File: config.mk
export PLATFORM = sky130hd
export DESIGN_NAME = tlul_byte_host_flat
export DESIGN_NICKNAME = d
export VERILOG_FILES = /design/src/rtl/tlul_byte_host_if.sv /design/src/rtl/tlul_byte_host.sv /design/src/flat_wrapper.sv
export SDC_FILE = /design/constraint.sdc
export NUM_CORES = 1
export LEC_CHECK = 0
export CAP_MARGIN = 20
export CORE_MARGIN = 2
export CORE_UTILIZATION = 46
export CTS_CLUSTER_DIAMETER = 80
export DETAILED_ROUTE_END_ITERATION = 10
export HOLD_SLACK_MARGIN = 0.06
export PLACE_DENSITY_LB_ADDON = 0.08
export RECOVER_POWER = 100
export REMOVE_ABC_BUFFERS = 1
export SLEW_MARGIN = 20
export SYNTH_ARGS = -nofsm -noshare
export SYNTH_HDL_FRONTEND = slang
export SYNTH_SLANG_ARGS = --single-unit
export TNS_END_PERCENT = 50
File: constraint.sdc
create_clock -name clk_i -period 5.9 [get_ports clk_i]
set_clock_uncertainty 0.1 [all_clocks]
set_input_delay 0.59 -clock clk_i [delete_from_list [all_inputs] [get_ports clk_i]]
set_output_delay 0.59 -clock clk_i [all_outputs]
set_load 0.01 [all_outputs]
File: src/rtl/tlul_byte_host_if.sv
// TL-UL type package and byte-host bus interface for tlul_byte_host.
// The package carries the subset of TL-UL channel types the bridge drives;
// the interface bundles the byte source/sink handshakes with the TL channels.
package tlul_byte_host_pkg;
  parameter int TL_AIW = 8;
  parameter int TL_DIW = 1;
  parameter int TL_AW  = 32;
  parameter int TL_DW  = 32;
  parameter int TL_DBW = 4;
  parameter int TL_SZW = 2;
  parameter int TL_AUW = 16;
  parameter int TL_DUW = 16;

  parameter logic [2:0] PutFullData   = 3'h0;
  parameter logic [2:0] Get           = 3'h4;
  parameter logic [2:0] AccessAck     = 3'h0;
  parameter logic [2:0] AccessAckData = 3'h1;

  parameter logic [TL_AUW-1:0] TL_A_USER_DEFAULT = '0;

  typedef struct packed {
    logic              a_valid;
    logic [2:0]        a_opcode;
    logic [2:0]        a_param;
    logic [TL_SZW-1:0] a_size;
    logic [TL_AIW-1:0] a_source;
    logic [TL_AW-1:0]  a_address;
    logic [TL_DBW-1:0] a_mask;
    logic [TL_DW-1:0]  a_data;
    logic [TL_AUW-1:0] a_user;
    logic              d_ready;
  } tl_h2d_t;

  typedef struct packed {
    logic              d_valid;
    logic [2:0]        d_opcode;
    logic [2:0]        d_param;
    logic [TL_SZW-1:0] d_size;
    logic [TL_AIW-1:0] d_source;
    logic [TL_DIW-1:0] d_sink;
    logic [TL_DW-1:0]  d_data;
    logic [TL_DUW-1:0] d_user;
    logic              d_error;
    logic              a_ready;
  } tl_d2h_t;
endpackage

interface tlul_byte_host_if;
  import tlul_byte_host_pkg::*;

  logic [7:0] rx_data_i;
  logic       rx_valid_i;
  logic       rx_ready_o;
  logic [7:0] tx_data_o;
  logic       tx_valid_o;
  logic       tx_ready_i;
  tl_h2d_t    tl_o;
  tl_d2h_t    tl_i;

  // bridge side
  modport master (
    input  rx_data_i, rx_valid_i, tx_ready_i, tl_i,
    output rx_ready_o, tx_data_o, tx_valid_o, tl_o
  );

  // byte source/sink and TL device side
  modport slave (
    output rx_data_i, rx_valid_i, tx_ready_i, tl_i,
    input  rx_ready_o, tx_data_o, tx_valid_o, tl_o
  );
endinterface

File: src/rtl/tlul_byte_host.sv
// Byte-stream to TL-UL host bridge. Parses 'R'/'W' command frames (addr and
// data LSB first), issues one single-beat 32-bit Get/PutFullData at a time,
// and streams back a status byte plus read data.
// Optional inter-byte abort: define TLUL_BYTE_HOST_RX_TIMEOUT_EN.
module tlul_byte_host
  import tlul_byte_host_pkg::*;
#(
  parameter logic [TL_AIW-1:0] SourceId        = '0,
  parameter int unsigned       RxTimeoutCycles = 100000
) (
  input  logic               clk_i,
  input  logic               rst_ni,
  tlul_byte_host_if.master   bus,
  output logic               busy_o
);

  typedef enum logic [2:0] {
    IDLE, RX_ADDR, RX_DATA, REQ, RSP, TX_STATUS, TX_DATA
  } state_e;

  state_e      state_q, state_d;
  logic [1:0]  cnt_q, cnt_d;
  logic [31:0] addr_q, addr_d;
  logic [31:0] data_q, data_d;
  logic        is_wr_q, is_wr_d;
  logic        bad_q, bad_d;
  logic [7:0]  status_q, status_d;

  logic        rx_hs, tx_hs, timeout;
  tl_h2d_t     tl_o_s;

  assign bus.rx_ready_o = (state_q == IDLE) || (state_q == RX_ADDR) || (state_q == RX_DATA);
  assign rx_hs          = bus.rx_valid_i & bus.rx_ready_o;
  assign tx_hs          = bus.tx_valid_o & bus.tx_ready_i;
  assign busy_o         = (state_q != IDLE);
  assign bus.tl_o       = tl_o_s;

  logic unused_tl;
  assign unused_tl = ^{bus.tl_i.d_opcode, bus.tl_i.d_param, bus.tl_i.d_size,
                       bus.tl_i.d_source, bus.tl_i.d_sink, bus.tl_i.d_user};

`ifdef TLUL_BYTE_HOST_RX_TIMEOUT_EN
  localparam int TW = $clog2(RxTimeoutCycles + 1);
  localparam logic [TW-1:0] TO_LIMIT = TW'(RxTimeoutCycles);

  logic [TW-1:0] to_q, to_d;

  // idle-gap counter: runs only while a frame is partially received
  always_comb begin
    to_d    = '0;
    timeout = 1'b0;
    if (!rx_hs && (state_q == RX_ADDR || state_q == RX_DATA)) begin
      if (to_q == TO_LIMIT) timeout = 1'b1;
      else                  to_d    = to_q + 1'b1;
    end
  end

  // timeout counter register
  always_ff @(posedge clk_i or negedge rst_ni) begin
    if (!rst_ni) to_q <= '0;
    else         to_q <= to_d;
  end
`else
  localparam int unsigned unused_rx_timeout = RxTimeoutCycles;
  assign timeout = 1'b0;
`endif

  // frame parser, TL request/response and tx sequencing
  always_comb begin
    state_d          = state_q;
    cnt_d            = cnt_q;
    addr_d           = addr_q;
    data_d           = data_q;
    is_wr_d          = is_wr_q;
    bad_d            = bad_q;
    status_d         = status_q;
    bus.tx_valid_o   = 1'b0;
    bus.tx_data_o    = status_q;

    // A fields come straight from registers so they hold while a_ready is low
    tl_o_s           = '0;
    tl_o_s.a_opcode  = is_wr_q ? PutFullData : Get;
    tl_o_s.a_param   = 3'h0;
    tl_o_s.a_size    = 2'd2;
    tl_o_s.a_source  = SourceId;
    tl_o_s.a_address = {addr_q[31:2], 2'b00};
    tl_o_s.a_mask    = 4'hF;
    tl_o_s.a_data    = data_q;
    tl_o_s.a_user    = TL_A_USER_DEFAULT;

    unique case (state_q)
      IDLE: begin
        if (rx_hs) begin
          if (bus.rx_data_i == 8'h52 || bus.rx_data_i == 8'h57) begin
            is_wr_d = (bus.rx_data_i == 8'h57);
            bad_d   = 1'b0;
            cnt_d   = 2'd0;
            state_d = RX_ADDR;
          end else begin
            bad_d    = 1'b1;
            status_d = 8'hEE;
            state_d  = TX_STATUS;
          end
        end
      end
      RX_ADDR: begin
        if (rx_hs) begin
          addr_d[{cnt_q, 3'b000} +: 8] = bus.rx_data_i;
          cnt_d = cnt_q + 2'd1;
          if (cnt_q == 2'd3) state_d = is_wr_q ? RX_DATA : REQ;
        end
      end
      RX_DATA: begin
        if (rx_hs) begin
          data_d[{cnt_q, 3'b000} +: 8] = bus.rx_data_i;
          cnt_d = cnt_q + 2'd1;
          if (cnt_q == 2'd3) state_d = REQ;
        end
      end
      REQ: begin
        tl_o_s.a_valid = 1'b1;
        tl_o_s.d_ready = 1'b1;
        if (bus.tl_i.a_ready) begin
          // zero-latency device may answer in the A handshake cycle
          if (bus.tl_i.d_valid) begin
            data_d   = bus.tl_i.d_data;
            status_d = bus.tl_i.d_error ? 8'h01 : 8'h00;
            state_d  = TX_STATUS;
          end else begin
            state_d  = RSP;
          end
        end
      end
      RSP: begin
        tl_o_s.d_ready = 1'b1;
        if (bus.tl_i.d_valid) begin
          data_d   = bus.tl_i.d_data;
          status_d = bus.tl_i.d_error ? 8'h01 : 8'h00;
          state_d  = TX_STATUS;
        end
      end
      TX_STATUS: begin
        bus.tx_valid_o = 1'b1;
        bus.tx_data_o  = status_q;
        if (tx_hs) begin
          cnt_d   = 2'd0;
          state_d = (bad_q || is_wr_q) ? IDLE : TX_DATA;
        end
      end
      TX_DATA: begin
        bus.tx_valid_o = 1'b1;
        bus.tx_data_o  = data_q[{cnt_q, 3'b000} +: 8];
        if (tx_hs) begin
          cnt_d = cnt_q + 2'd1;
          if (cnt_q == 2'd3) state_d = IDLE;
        end
      end
      default: state_d = IDLE;
    endcase

    // a stalled partial frame is dropped without any response
    if (timeout) begin
      state_d = IDLE;
      cnt_d   = 2'd0;
    end
  end

  // state and datapath registers
  always_ff @(posedge clk_i or negedge rst_ni) begin
    if (!rst_ni) begin
      state_q  <= IDLE;
      cnt_q    <= 2'd0;
      addr_q   <= '0;
      data_q   <= '0;
      is_wr_q  <= 1'b0;
      bad_q    <= 1'b0;
      status_q <= 8'h00;
    end else begin
      state_q  <= state_d;
      cnt_q    <= cnt_d;
      addr_q   <= addr_d;
      data_q   <= data_d;
      is_wr_q  <= is_wr_d;
      bad_q    <= bad_d;
      status_q <= status_d;
    end
  end

endmodule

File: src/flat_wrapper.sv
// flat-port wrapper written by rule: the top's interface ports become plain ports
module tlul_byte_host_flat import tlul_byte_host_pkg::*;
#(
  parameter logic [TL_AIW-1:0] SourceId        = '0,
  parameter int unsigned       RxTimeoutCycles = 100000
)
  (clk_i, rst_ni, busy_o, bus_rx_data_i, bus_rx_valid_i, bus_tx_ready_i, bus_tl_i, bus_rx_ready_o, bus_tx_data_o, bus_tx_valid_o, bus_tl_o);
  tlul_byte_host_if bus_i ();
  input  logic clk_i;
  input  logic rst_ni;
  output logic busy_o;
  input wire logic [$bits(bus_i.rx_data_i)-1:0] bus_rx_data_i;
  input wire logic [$bits(bus_i.rx_valid_i)-1:0] bus_rx_valid_i;
  input wire logic [$bits(bus_i.tx_ready_i)-1:0] bus_tx_ready_i;
  input wire logic [$bits(bus_i.tl_i)-1:0] bus_tl_i;
  output wire logic [$bits(bus_i.rx_ready_o)-1:0] bus_rx_ready_o;
  output wire logic [$bits(bus_i.tx_data_o)-1:0] bus_tx_data_o;
  output wire logic [$bits(bus_i.tx_valid_o)-1:0] bus_tx_valid_o;
  output wire logic [$bits(bus_i.tl_o)-1:0] bus_tl_o;
  assign bus_i.rx_data_i = bus_rx_data_i;
  assign bus_i.rx_valid_i = bus_rx_valid_i;
  assign bus_i.tx_ready_i = bus_tx_ready_i;
  assign bus_i.tl_i = bus_tl_i;
  assign bus_rx_ready_o = bus_i.rx_ready_o;
  assign bus_tx_data_o = bus_i.tx_data_o;
  assign bus_tx_valid_o = bus_i.tx_valid_o;
  assign bus_tl_o = bus_i.tl_o;
  tlul_byte_host #(.SourceId(SourceId), .RxTimeoutCycles(RxTimeoutCycles)) u_core (.clk_i(clk_i), .rst_ni(rst_ni), .bus(bus_i), .busy_o(busy_o));
endmodule
Word level (Yosys, flattened, before mapping)
Cells that the tools add are included.
Cells by class
  multiplexer cells: 39
  equal/unequal tests: 22
  bitwise logic cells: 2
  add/subtract/negate cells: 2
  shifts and indexed selects: 3
  reductions and logical operators: 19
Operators by type and width (number)
  $mux W32: 3
  $pmux W32 S3: 1
  $bwmux W32: 2
  $mux W8: 5
  $mux W3: 13
  $shift A8 B7 Y32 const A: 1
  $shiftx A32 B6 Y8: 1
  $shiftx A8 B7 Y32: 1
  $pmux W8 S3: 1
  $pmux W3 S7: 1
  $eq A8 B7 Y1 const B: 2
  $ne A2 B1 Y1 const B: 7
  $ne A2 B2 Y1 const B: 6
  $mux W2: 5
  $reduce_and A10 Y1: 1
  $eq A3 B3 Y1 const B: 3
  $reduce_bool A3 Y1: 3
  $pmux W2 S4: 1
  $mux W1: 7
  $neg A5 Y7: 1
  $eq A3 B2 Y1 const B: 2
  $reduce_and A3 Y1: 2
  $reduce_and A6 Y1: 1
  $reduce_or A2 Y1: 3
  9 further kinds: 14
Word-level totals
  input port bits: 80
  bits in registers: 79
  word-level logic and storage cells: 94
  output and inout bits: 113

Depth between registers and ports, before layout
  depth after elaboration: 6
  gate-level depth with buffers: 10
  depth with buffers taken out: 6

Worst setup path before layout
OpenSTA, ideal clock, no wires.
  path kind: reg2reg
  start point: register u_core.cnt_q[0]
  end point: register u_core.data_q[9]
  stages on the path, launching flop included: 10
  data required time: 5.672 ns
  slack: 3.453 ns
  period minus slack after synthesis: 2.447 ns
  path buffers: 3
  arrival time: 2.219 ns
  library setup time: 0.128 ns
  cell sequence: dfrtp_1 > buf_2 > inv_1 > ha_1 > and3b_1 > buf_4 > nor4bb_1 > clkbuf_1 > a22o_1 > mux2_1
On the way
  cells in the longest elaborated chain, start to end: 5
  elaborated cells between the ends (all ways): 6
  those cells by class: add/sub: 1; shift: 2; mux: 3
Ends and longest elaborated chain
  start: declaration: RTL line tlul_byte_host.sv:22  | logic [1:0] cnt_q, cnt_d;
  start signal: assignment: RTL line tlul_byte_host.sv:180  | cnt_q <= cnt_d;
  $neg A5 Y7 *: RTL line tlul_byte_host.sv:115  | data_d[{cnt_q, 3'b000} +: 8] = bus.rx_data_i;
  $shiftx A8 B7 Y32 or $shift A8 B7 Y32 (tied branches): RTL line tlul_byte_host.sv:115
  $bwmux W32 *: RTL line tlul_byte_host.sv:115
  $mux W32 *: RTL line tlul_byte_host.sv:114  | if (rx_hs) begin
  $pmux W32 S3 *: RTL line tlul_byte_host.sv:91  | unique case (state_q)
  end signal: assignment: RTL line tlul_byte_host.sv:182  | data_q <= data_d;
  end: declaration: RTL line tlul_byte_host.sv:24  | logic [31:0] data_q, data_d;
Mark *: on every way between the ends. The rest lies on a longest branch, timed or not. The select of a mux whose other input is x is not followed.
A chain may end at the register's enable or synchronous reset.

Final worst setup path
  start point: register u_core.state_q[2]
  end point: output bus_tl_o[0]
On the way
  cells in the longest elaborated chain, start to end: 3
  elaborated cells between the ends (all ways): 4
  those cells by class: eq/ne: 2; mux: 1; reduce/logical: 1
Ends and longest elaborated chain
  start: declaration: RTL line tlul_byte_host.sv:21  | state_e state_q, state_d;
  start signal: assignment: RTL line tlul_byte_host.sv:179  | state_q <= state_d;
  $eq A3 B2 Y1 or $eq A3 B3 Y1 (tied branches): RTL line tlul_byte_host.sv:91
  $reduce_or A2 Y1 (no source line) *
  $mux W1 *: RTL line tlul_byte_host.sv:91
  end: declaration: RTL line flat_wrapper.sv:19  | output wire logic [$bits(bus_i.tl_o)-1:0] bus_tl_o;
Mark *: on every way between the ends. The rest lies on a longest branch, timed or not.

==> reports/qor.yml <==
outcome: "finished with violations"
failed_checks: "capacitance limit, slew limit"
max_transition_viols_final: 86
area_delta_synth_final_pct: 28.5
cts.repair_timing.setup_buffer_count: 0
synthesis.area_per_instance_um2: 10.2
vias: 3426
clock_tree.root_cell: "sky130_fd_sc_hd__clkbuf_8"
tritoncts: "built"
cts_repair_resize_count: 0
core_region_area_mm2: 0.00911
synth_enable_flop_cells: 0
setup.worst_path.start_class: "flop"
floorplan.die.height_um: 100
avgViaCountPerCell: 5.40
ctsLongestPathBuffers: 2
routed_wl_um: 12100
wire_length_of_the_first_global_routing_pass_um: 19000
worst_slew_margin_rel_pct: -164
timing.final.ws_setup_ns: 1.81
holdBufCountCts: 0
synthArstFlopShare_pct: 100
cts.sinks: 71
horizontal_extent_of_the_die_um: 100
yosysUniqueCellTypes: 50
gp_routability_congestion: 0.821
ys_dominant_reg_cell: "sky130_fd_sc_hd__dfrtp_1"
required_time_at_the_endpoint_of_the_critical_path_ns: 5.21
synthDominantAreaCellType: "sky130_fd_sc_hd__dfrtp_1"
period_minus_slack_ns: 4.09
finalSetupViolations: 0
cpMaxStageDelayCell: "sky130_fd_sc_hd__nor3b_1"
place.port_buffers: 122
start_util_pct: 46.7
syn_inst: 419
rr_startpoint: "u_core.state_q[2]"
final_hpwl_dp_um: 8070
worstHoldStart: "u_core.addr_q[10]"
final.hold.worst_slack_ns: 0.376
cts.htree.levels: 3
min_path_cells: 2
synthesis.area_mm2: 0.00426
worst_skew_pair.late_latency_ns: 0.35
cp_max_fo: 25
setup_repair_after_global_routing_missed_its_margin: "false"
numCtsBuffers: 9
synth_seq_cells: 71
layout.cells.most_common: "sky130_fd_sc_hd__dlygate4sd3_1"
worst-setup-path-type: "flop to output port"
crit_arrival_ns: 3.40
synth.top_cells.by_area: "sky130_fd_sc_hd__dfrtp_1 (42%), sky130_fd_sc_hd__mux2_2 (7.1%), sky130_fd_sc_hd__buf_4 (6.9%), sky130_fd_sc_hd__a22o_1 (6.2%), sky130_fd_sc_hd__nand2_1 (5.6%)"
grt_max_degree: 72
timing.critical_path.to_type: "output port"
cellPowerDensity_mw_per_mm2: 408
netlist.area_leader.share_pct: 41.8
post_route_cells_drive_above_1_share_pct: 10.7
fmax_ghz: 0.244
timing.critical_path.cells: "nor3b_1, or2_0, dlygate4sd3_1"
floorplan.rows: 35
remaining_drc_errors: 0
via_count_of_the_first_global_routing_pass: 3437
totalPowerFinal_mw: 2.23
drtAntennaViolNets: 0
pin_count: 193
worstMarginPinSlew_ns: 3.97
final.period_utilization_pct: 69.4
insertedDiodeCount: 0
reg2reg_depth: 5
class_of_the_tightest_hold_or_removal_check: "flop to flop"
setup_total_negative_slack_ns: 0
synth_sequential_area_ratio_pct: 41.8
drt_first_pass_iters: 4
drv.max_cap_violation_count: 2
worst_ir_drop_vdd_mv: 0.183
worstSetupStartpoint: "u_core.state_q[2]"
critical-path-max-stage-delay_ns: 1.29
fp.dieArea_mm2: 0.0100
timing_hold_violations_final: 0
dp_slack_ns: 2.57
grt_usage_pct: 25.0
detailed_route_wire_length_per_cell_um: 19.0
total_leakage_power_nw: 2.60
clk_pin_slew_ns: 0.08
initial_antenna_violation_count: 0
nets: 603
detail_route.iter0.violations: 138
mostFrequentLayoutCells: "sky130_fd_sc_hd__dlygate4sd3_1 (75), sky130_fd_sc_hd__dfrtp_1 (71), sky130_fd_sc_hd__nand2_1 (64)"
gr-total-overflow: 0
yosysWarnings: 0
## synth_stat cells, types with 3 or more instances
cell type	instances
sky130_fd_sc_hd__dfrtp_1	71
sky130_fd_sc_hd__nand2_1	64
sky130_fd_sc_hd__buf_4	39
sky130_fd_sc_hd__o21ai_0	31
sky130_fd_sc_hd__a22o_1	30
sky130_fd_sc_hd__mux2_2	27
sky130_fd_sc_hd__inv_1	18
sky130_fd_sc_hd__clkbuf_1	14
sky130_fd_sc_hd__mux2i_1	11
sky130_fd_sc_hd__a21oi_1	10
sky130_fd_sc_hd__buf_2	9
sky130_fd_sc_hd__nand3_1	9
sky130_fd_sc_hd__mux4_2	8
sky130_fd_sc_hd__nor4bb_1	8
sky130_fd_sc_hd__buf_1	5
sky130_fd_sc_hd__nor2b_1	5
sky130_fd_sc_hd__ha_1	4
sky130_fd_sc_hd__o22ai_4	4
sky130_fd_sc_hd__a21o_1	3
sky130_fd_sc_hd__nor3_1	3
sky130_fd_sc_hd__nor3b_2	3
## where the power goes
part / internal, mW / switching [mW] / total [mW]
Combinational: 0.546 / 0.463 / 1.01
Clock: 0.241 / 0.206 / 0.448
Sequential: 0.620 / 0.153 / 0.773
## state kept, by name (all words and copies together), names as in the netlist
| register | flops |
|---|---|
| u_core.data_q | 32 |
| u_core.addr_q | 30 |
| u_core.state_q | 3 |
| u_core.cnt_q | 2 |
| u_core.status_q | 2 |
| u_core.bad_q | 1 |
| u_core.is_wr_q | 1 |
## final cells by class
| class | count | area (um2) |
|---|---|---|
| well taps | 111 | 139 |
| fillers | 797 | 3640 |
| flip-flops and latches | 71 | 1780 |
| clock inverters | 6 | 93.8 |
| inverters | 18 | 67.6 |
| repair buffers | 125 | 1230 |
| clock buffers | 10 | 128 |
| multi-input cells | 294 | 2030 |
## per-stage QoR
| step | utilization (%) | cells | instance area, um2 |
|---|---|---|---|
| finish | 60.0 | 635 | 5470 |
| CTS | 60.9 | 635 | 5540 |
| detailed placement | 58.4 | 619 | 5320 |
| global placement | 58.4 | 619 | 5320 |
| global route | 60.0 | 635 | 5470 |
| floorplan | - | 383 | 3950 |
## per-layer routing
| metal | part of all wire (%) | global-route usage, % | vias up |
|---|---|---|---|
| li1 | - | - | 1613 |
| met1 | 44 | 34.4 | 1656 |
| met2 | 46 | 38.6 | 144 |
| met3 | 9.0 | 7.24 | 13 |
| met4 | 1.3 | 7.69 | 0 |
| met5 | 0 | 0 | - |
## cells by family (layout without fill, tap and decap cells)
group / Yosys count / count (layout) / synth area share (%)
mux: 47 / 47 / 14.2
other cells: 2 / 37 / 0.176
compound gates: 93 / 93 / 16.3
simple gates: 112 / 112 / 14.2
buf+inv: 89 / 159 / 12.0
flops: 71 / 71 / 41.8
fa+ha+maj: 4 / 4 / 1.18
xor+xnor: 1 / 1 / 0.206
## critical path: cells and delay by family (launching register included)
family / cells / cell delay [ns]
DFF: 1 / 0.87
buffers and inverters: 1 / 0.62
and+or+nand+nor: 2 / 1.56
## worst paths after layout
kind / slack [ns] / end
max: 1.81 / bus_tl_o[0]
min: 0.38 / u_core.addr_q[10]
max reg2reg: 1.98 / u_core.data_q[9]
min reg2reg: 0.38 / u_core.addr_q[10]
max in group asynchronous: 1.87 / u_core.data_q[12]
min in group asynchronous: 1.62 / u_core.state_q[1]
Power figures use the tool's default switching activity.
